File: config.mk
export PLATFORM = sky130hd
export DESIGN_NAME = uart_cmd_decoder
export DESIGN_NICKNAME = d
export VERILOG_FILES = /design/src/rtl/uart_cmd_decoder_pkg.sv /design/src/rtl/uart_cmd_decoder_timeout.sv /design/src/rtl/uart_cmd_decoder.sv
export SDC_FILE = /design/constraint.sdc
export NUM_CORES = 1
export LEC_CHECK = 0
export BUFFER_PORTS_ARGS = -buffer_cell sky130_fd_sc_hd__buf_4
export CORE_MARGIN = 4
export CORE_UTILIZATION = 50
export CTS_BUF_LIST = sky130_fd_sc_hd__clkbuf_2 sky130_fd_sc_hd__clkbuf_4 sky130_fd_sc_hd__clkbuf_8
export CTS_CLUSTER_DIAMETER = 50
export DETAILED_ROUTE_END_ITERATION = 16
export PLACE_DENSITY_LB_ADDON = 0.25
export SYNTH_ARGS = -nofsm -noshare
export SYNTH_HDL_FRONTEND = slang
export SYNTH_SLANG_ARGS = --single-unit
File: constraint.sdc
create_clock -name CLK -period 1.7 [get_ports CLK]
set_input_delay 0.34 -clock CLK [delete_from_list [all_inputs] [get_ports CLK]]
set_output_delay 0.34 -clock CLK [all_outputs]
set_load 0.01 [all_outputs]
File: src/rtl/uart_cmd_decoder_pkg.sv
// Shared definitions for the UART command decoder:
// FSM state encoding, the sync byte, command codes and the default timeout.
// Optional macro UART_CMD_CHECKSUM_EN adds the GET_CHK state.
package uart_cmd_decoder_pkg;

  typedef enum logic [2:0] {
    ST_IDLE     = 3'd0,
    ST_GET_CMD  = 3'd1,
    ST_GET_DATA = 3'd2,
    ST_APPLY    = 3'd3
`ifdef UART_CMD_CHECKSUM_EN
    , ST_GET_CHK = 3'd4
`endif
  } state_t;

  localparam logic [7:0] SYNC_BYTE   = 8'hA5;
  localparam logic [7:0] CMD_PATTERN = 8'h01;
  localparam logic [7:0] CMD_RED     = 8'h02;
  localparam logic [7:0] CMD_GREEN   = 8'h03;
  localparam logic [7:0] CMD_BLUE    = 8'h04;
  localparam logic [7:0] CMD_RGB     = 8'h05;

  // 1 ms at the 25 MHz system clock
  localparam int CLKS_PER_TIMEOUT_DEF = 25000;

  // True for the command codes the decoder knows how to apply
  function automatic logic cmd_known(input logic [7:0] c);
    return (c == CMD_PATTERN) || (c == CMD_RED) || (c == CMD_GREEN) ||
           (c == CMD_BLUE)    || (c == CMD_RGB);
  endfunction

endpackage

File: src/rtl/uart_cmd_decoder_timeout.sv
// Inter-byte idle timer for the UART command decoder.
// 16-bit counter: clear wins over enable; o_Expired flags the last count.
module uart_cmd_timeout
  import uart_cmd_decoder_pkg::*;
#(
  parameter int CLKS_PER_TIMEOUT = CLKS_PER_TIMEOUT_DEF
) (
  input  logic CLK,
  input  logic RST_N,
  input  logic i_Clear,
  input  logic i_Enable,
  output logic o_Expired
);

  logic [15:0] r_Count;

  // Count idle clocks while enabled; any clear restarts from zero
  always_ff @(posedge CLK or negedge RST_N) begin
    if (!RST_N)        r_Count <= '0;
    else if (i_Clear)  r_Count <= '0;
    else if (i_Enable) r_Count <= r_Count + 16'd1;
  end

  assign o_Expired = i_Enable && (r_Count == 16'(CLKS_PER_TIMEOUT - 1));

endmodule

File: src/rtl/uart_cmd_decoder.sv
// UART command decoder: parses SYNC/CMD/DATA[/CHK] packets from a UART
// receiver and drives VGA test-pattern and solid-colour registers.
// Define UART_CMD_CHECKSUM_EN to require a CHK byte equal to CMD ^ DATA.
module uart_cmd_decoder
  import uart_cmd_decoder_pkg::*;
#(
  parameter int CLKS_PER_TIMEOUT = CLKS_PER_TIMEOUT_DEF
) (
  input  logic       CLK,
  input  logic       RST_N,
  input  logic       i_RX_DV,
  input  logic [7:0] i_RX_Byte,
  output logic [3:0] o_Pattern,
  output logic [2:0] o_Red,
  output logic [2:0] o_Green,
  output logic [2:0] o_Blue,
  output logic       o_Cmd_Valid,
  output logic       o_Err,
  output logic       o_Busy
);

  state_t      r_State, w_Next;
  logic [7:0]  r_Cmd, r_Data;
`ifdef UART_CMD_CHECKSUM_EN
  logic [7:0]  r_Chk;
`endif
  logic [3:0]  r_Pattern;
  logic [2:0]  r_Red, r_Green, r_Blue;
  logic        r_Cmd_Valid, r_Err;
  logic        w_Expired, w_Timeout, w_Apply_Ok, w_Apply_Err, w_Idle;

  assign w_Idle = (r_State == ST_IDLE);

  uart_cmd_timeout #(.CLKS_PER_TIMEOUT(CLKS_PER_TIMEOUT)) u_timeout (
    .CLK      (CLK),
    .RST_N    (RST_N),
    .i_Clear  (i_RX_DV | w_Idle),
    .i_Enable (!w_Idle),
    .o_Expired(w_Expired)
  );

  // A byte arriving on the expiry cycle takes priority over the timeout;
  // APPLY always completes on its own so it never times out.
  assign w_Timeout = w_Expired && !i_RX_DV && (r_State != ST_APPLY);

  // State register
  always_ff @(posedge CLK or negedge RST_N) begin
    if (!RST_N) r_State <= ST_IDLE;
    else        r_State <= w_Next;
  end

  // Next-state logic
  always_comb begin
    w_Next = r_State;
    case (r_State)
      ST_IDLE:     if (i_RX_DV && i_RX_Byte == SYNC_BYTE) w_Next = ST_GET_CMD;
      ST_GET_CMD:  if (i_RX_DV) w_Next = ST_GET_DATA;
                   else if (w_Timeout) w_Next = ST_IDLE;
`ifdef UART_CMD_CHECKSUM_EN
      ST_GET_DATA: if (i_RX_DV) w_Next = ST_GET_CHK;
                   else if (w_Timeout) w_Next = ST_IDLE;
      ST_GET_CHK:  if (i_RX_DV) w_Next = ST_APPLY;
                   else if (w_Timeout) w_Next = ST_IDLE;
`else
      ST_GET_DATA: if (i_RX_DV) w_Next = ST_APPLY;
                   else if (w_Timeout) w_Next = ST_IDLE;
`endif
      ST_APPLY:    w_Next = ST_IDLE;
      default:     w_Next = ST_IDLE;
    endcase
  end

  // Output decode: APPLY either accepts the packet or rejects it
  always_comb begin
    w_Apply_Ok  = 1'b0;
    w_Apply_Err = 1'b0;
    if (r_State == ST_APPLY) begin
`ifdef UART_CMD_CHECKSUM_EN
      if (cmd_known(r_Cmd) && (r_Chk == (r_Cmd ^ r_Data))) w_Apply_Ok = 1'b1;
`else
      if (cmd_known(r_Cmd)) w_Apply_Ok = 1'b1;
`endif
      else w_Apply_Err = 1'b1;
    end
  end

  // Latch packet fields as they arrive; 0xA5 in the CMD slot is just a CMD
  always_ff @(posedge CLK or negedge RST_N) begin
    if (!RST_N) begin
      r_Cmd  <= '0;
      r_Data <= '0;
`ifdef UART_CMD_CHECKSUM_EN
      r_Chk  <= '0;
`endif
    end else if (i_RX_DV) begin
      if (r_State == ST_GET_CMD)  r_Cmd  <= i_RX_Byte;
      if (r_State == ST_GET_DATA) r_Data <= i_RX_Byte;
`ifdef UART_CMD_CHECKSUM_EN
      if (r_State == ST_GET_CHK)  r_Chk  <= i_RX_Byte;
`endif
    end
  end

  // Apply an accepted command and register the one-cycle status pulses
  always_ff @(posedge CLK or negedge RST_N) begin
    if (!RST_N) begin
      r_Pattern   <= '0;
      r_Red       <= '0;
      r_Green     <= '0;
      r_Blue      <= '0;
      r_Cmd_Valid <= 1'b0;
      r_Err       <= 1'b0;
    end else begin
      r_Cmd_Valid <= w_Apply_Ok;
      r_Err       <= w_Apply_Err | w_Timeout;
      if (w_Apply_Ok) begin
        case (r_Cmd)
          CMD_PATTERN: r_Pattern <= r_Data[3:0];
          CMD_RED:     r_Red     <= r_Data[2:0];
          CMD_GREEN:   r_Green   <= r_Data[2:0];
          CMD_BLUE:    r_Blue    <= r_Data[2:0];
          CMD_RGB: begin
            r_Red   <= r_Data[7:5];
            r_Green <= r_Data[4:2];
            r_Blue  <= {r_Data[1:0], 1'b0};
          end
          default: ;
        endcase
      end
    end
  end

  assign o_Pattern   = r_Pattern;
  assign o_Red       = r_Red;
  assign o_Green     = r_Green;
  assign o_Blue      = r_Blue;
  assign o_Cmd_Valid = r_Cmd_Valid;
  assign o_Err       = r_Err;
  assign o_Busy      = !w_Idle;

endmodule

==> out/results.ini <==
[synthesis]
ys.flop_type = dfrtp_1
synth-edff-count = 0
synthesis.area_sq_mm = 0.00239
yosys_warnings = 0
syn_area_per_cell_sq_um = 12.0
synth_xor_area_frac = 0.0403
synth_top_family_by_area = simple AND/OR/NAND/NOR gates
synth_fa_ha_area_frac = 0.00524
yosys.area_share.simple = 0.200
syn_nets = 211
synthMuxAreaShare = 0.174
ys_ff_latch = 50
synthArstFlopShare = 1.00
ys_types = 44
synth_compound_area_frac = 0.0361
synthCells = 199
ys_seq_area_frac = 0.524

[finish]
final_cell_mix = 50 x dfrtp_1, 44 x buf_4, 23 x mux2_2
area_delta_synth_final_pct = 23.8
nNetsFinal = 258
stdcell_count = 298
layout_commonest_cell = dfrtp_1
drive_gt1_frac = 0.402
final_cell_area_sq_mm = 0.00296
n_antenna_cell = 0
final_core_util = 0.661

[floorplanning]
die_w_um = 77.1
dieHeight_um = 77.1
die-area_sq_mm = 0.00595
start_util = 0.534
core.rowCount = 24
pin_count = 27
core-area_sq_mm = 0.00447

[hold_path]
hold_path_class = primary input to asynchronous set/reset pin

[place]
dp_cells = 287
io_buffer_count = 26
place_area_sq_mm = 0.00274
place_hpwl_um = 3320
place_congestion = 0.824

[power_and_ir_drop]
ir_drop_mv = 0.612
power_density_mw_per_mm2 = 741
total_leakage_power_nw = 1.40

[setup_path]
critical_path_class = flip-flop to flip-flop
r2r-start = r_Cmd[7]
crit_start = r_Cmd[7]
cp_max_fo = 4
end_kind = flip-flop
arrival_ns = 2.01
cp.required_ns = 1.89
rrSetupSlack_ns = -0.12
setup.worst_path.start_class = flip-flop

[global_routing]
grt_pass1_wl_um = 8580
grt_pass1_vias = 1775
antenna_found_initial = 0
track_usage = 0.181
grt_max_degree = 51
overflow = 0

[clock_tree]
clk_pin_slew_ns = 0.08
insertion_delay_ns = 0.30
clockRootBuffer = clkbuf_8
clockBufferDepth = 2
cts_sinks = 50
h-tree-depth = 2
cts_hold_buf = 0
cts_buffers = 5
cts_tree = done

[routing]
drtIter0Drc = 93
wire_per_inst_um = 16.9
vias_per_cell = 5.70
wl_um = 5050
drcViolationCount = 0
num_vias = 1698
dr.pass1.iters = 4
ant_nets = 0

[sta]
finClkSkew_ns = 0.00284
hold_viol_final = 0
setup_slack_ns = -0.117
period_needed_ns = 1.82
slew_viol_final = 0
setup_violations = 13
rsz0062_at_grt = true
tightest_slew_ns = 0.626
slew_headroom = 0.582
period_share = 1.07
fmax_mhz = 550

[status]
violations = setup timing
run_status = finished with violations

[flow_run]
cap_violations = 0

## state kept, by name, indices dropped and copies added (netlist names)
signal,flops
o_Cmd_Valid,1
o_Pattern,4
o_Green,3
u_timeout.r_Count,16
r_Cmd,8
o_Blue,3
o_Err,1
r_Data,8
r_State,3
o_Red,3
## where the power goes
part	switching, W	leakage [nW]	internal [W]	total [W]
clock network	0.000381	0.0452	0.000316	0.000697
registers	0.0000391	0.684	0.00123	0.00127
logic	0.000104	0.672	0.000124	0.000228
## per-layer routing
| metal | global-route usage | part of all wire | vias up |
|---|---|---|---|
| li1 | - | - | 801 |
| met1 | 0.253 | 0.48 | 856 |
| met2 | 0.277 | 0.46 | 36 |
| met3 | 0.0422 | 0.049 | 5 |
| met4 | 0.0605 | 0.011 | 0 |
| met5 | 0 | 0 | - |
## logic make-up after synthesis
kind of cell / Yosys count
AOI/OAI and AO/OA: 15
DFF: 50
other: 1
adders and majority gates: 1
xor gates and xnor gates: 11
and+or+nand+nor: 77
muxes: 37
buffers and inverters: 7
## repair_timing
action / in CTS / in global routing
gates resized for setup: 8 / 12
cloned: 0 / 1
endpoints found under the setup margin: 13 / 14
buffers inserted: 3 / 0
pin swaps: 5 / 3
endpoints found under the hold margin: 0 / 0
## synth_stat cells, types with 3 or more instances
cell type | number | area share
a21oi_1 | 5 | 0.010
and3_1 | 3 | 0.0079
dfrtp_1 | 50 | 0.52
mux2_2 | 36 | 0.17
nand2_1 | 10 | 0.016
nand2b_1 | 3 | 0.0079
nand3_1 | 5 | 0.010
nand4_1 | 5 | 0.013
nor2_1 | 17 | 0.027
nor2b_1 | 4 | 0.010
nor3_1 | 4 | 0.0084
o21ai_0 | 6 | 0.013
or3_1 | 3 | 0.0079
xnor2_1 | 5 | 0.018
xor2_1 | 6 | 0.022
## worst paths after layout
path                                         to  cells past startpoint
max                                  o_Green[0]                      5
min                                  r_State[1]                      1
max reg2reg                          o_Green[0]                      5
min reg2reg                u_timeout.r_Count[0]                      1
max in group asynchronous  u_timeout.r_Count[9]                      1
min in group CLK                       r_Cmd[1]                      2
## per-stage QoR
step / TNS, ns / total power, W / setup slack [ns] / hold WS (ns)
final: -0.898 / 0.00219 / -0.117 / 0.0468
after global placement: -0.815 / 0.00148 / -0.0837 / 0.398
after CTS: -1.02 / 0.00219 / -0.0957 / 0.0753
after detailed placement: -1.21 / 0.00149 / -0.121 / 0.407
after global routing: -1.64 / 0.00229 / -0.159 / 0.0991
after floorplan: 0 / 0.00139 / 0.0324 / 0.0444
## cell type report
class	count	area (sq um)
Multi-Input combinational cell	142	1180
Clock buffer	7	83.8
Timing Repair Buffer	46	375
Sequential cell	50	1250
Tap cell	52	65.1
Inverter	1	3.75
Fill cell	351	1520
## worst max-delay path, stage by stage, from the launching register on
cell,delay [ns]
dfrtp_1,0.43
nor4b_2,0.28
and3_4,0.26
clkbuf_16,0.14
mux2_2,0.33
mux2_2,0.26
No activity file was read; power rests on OpenSTA's default activity.
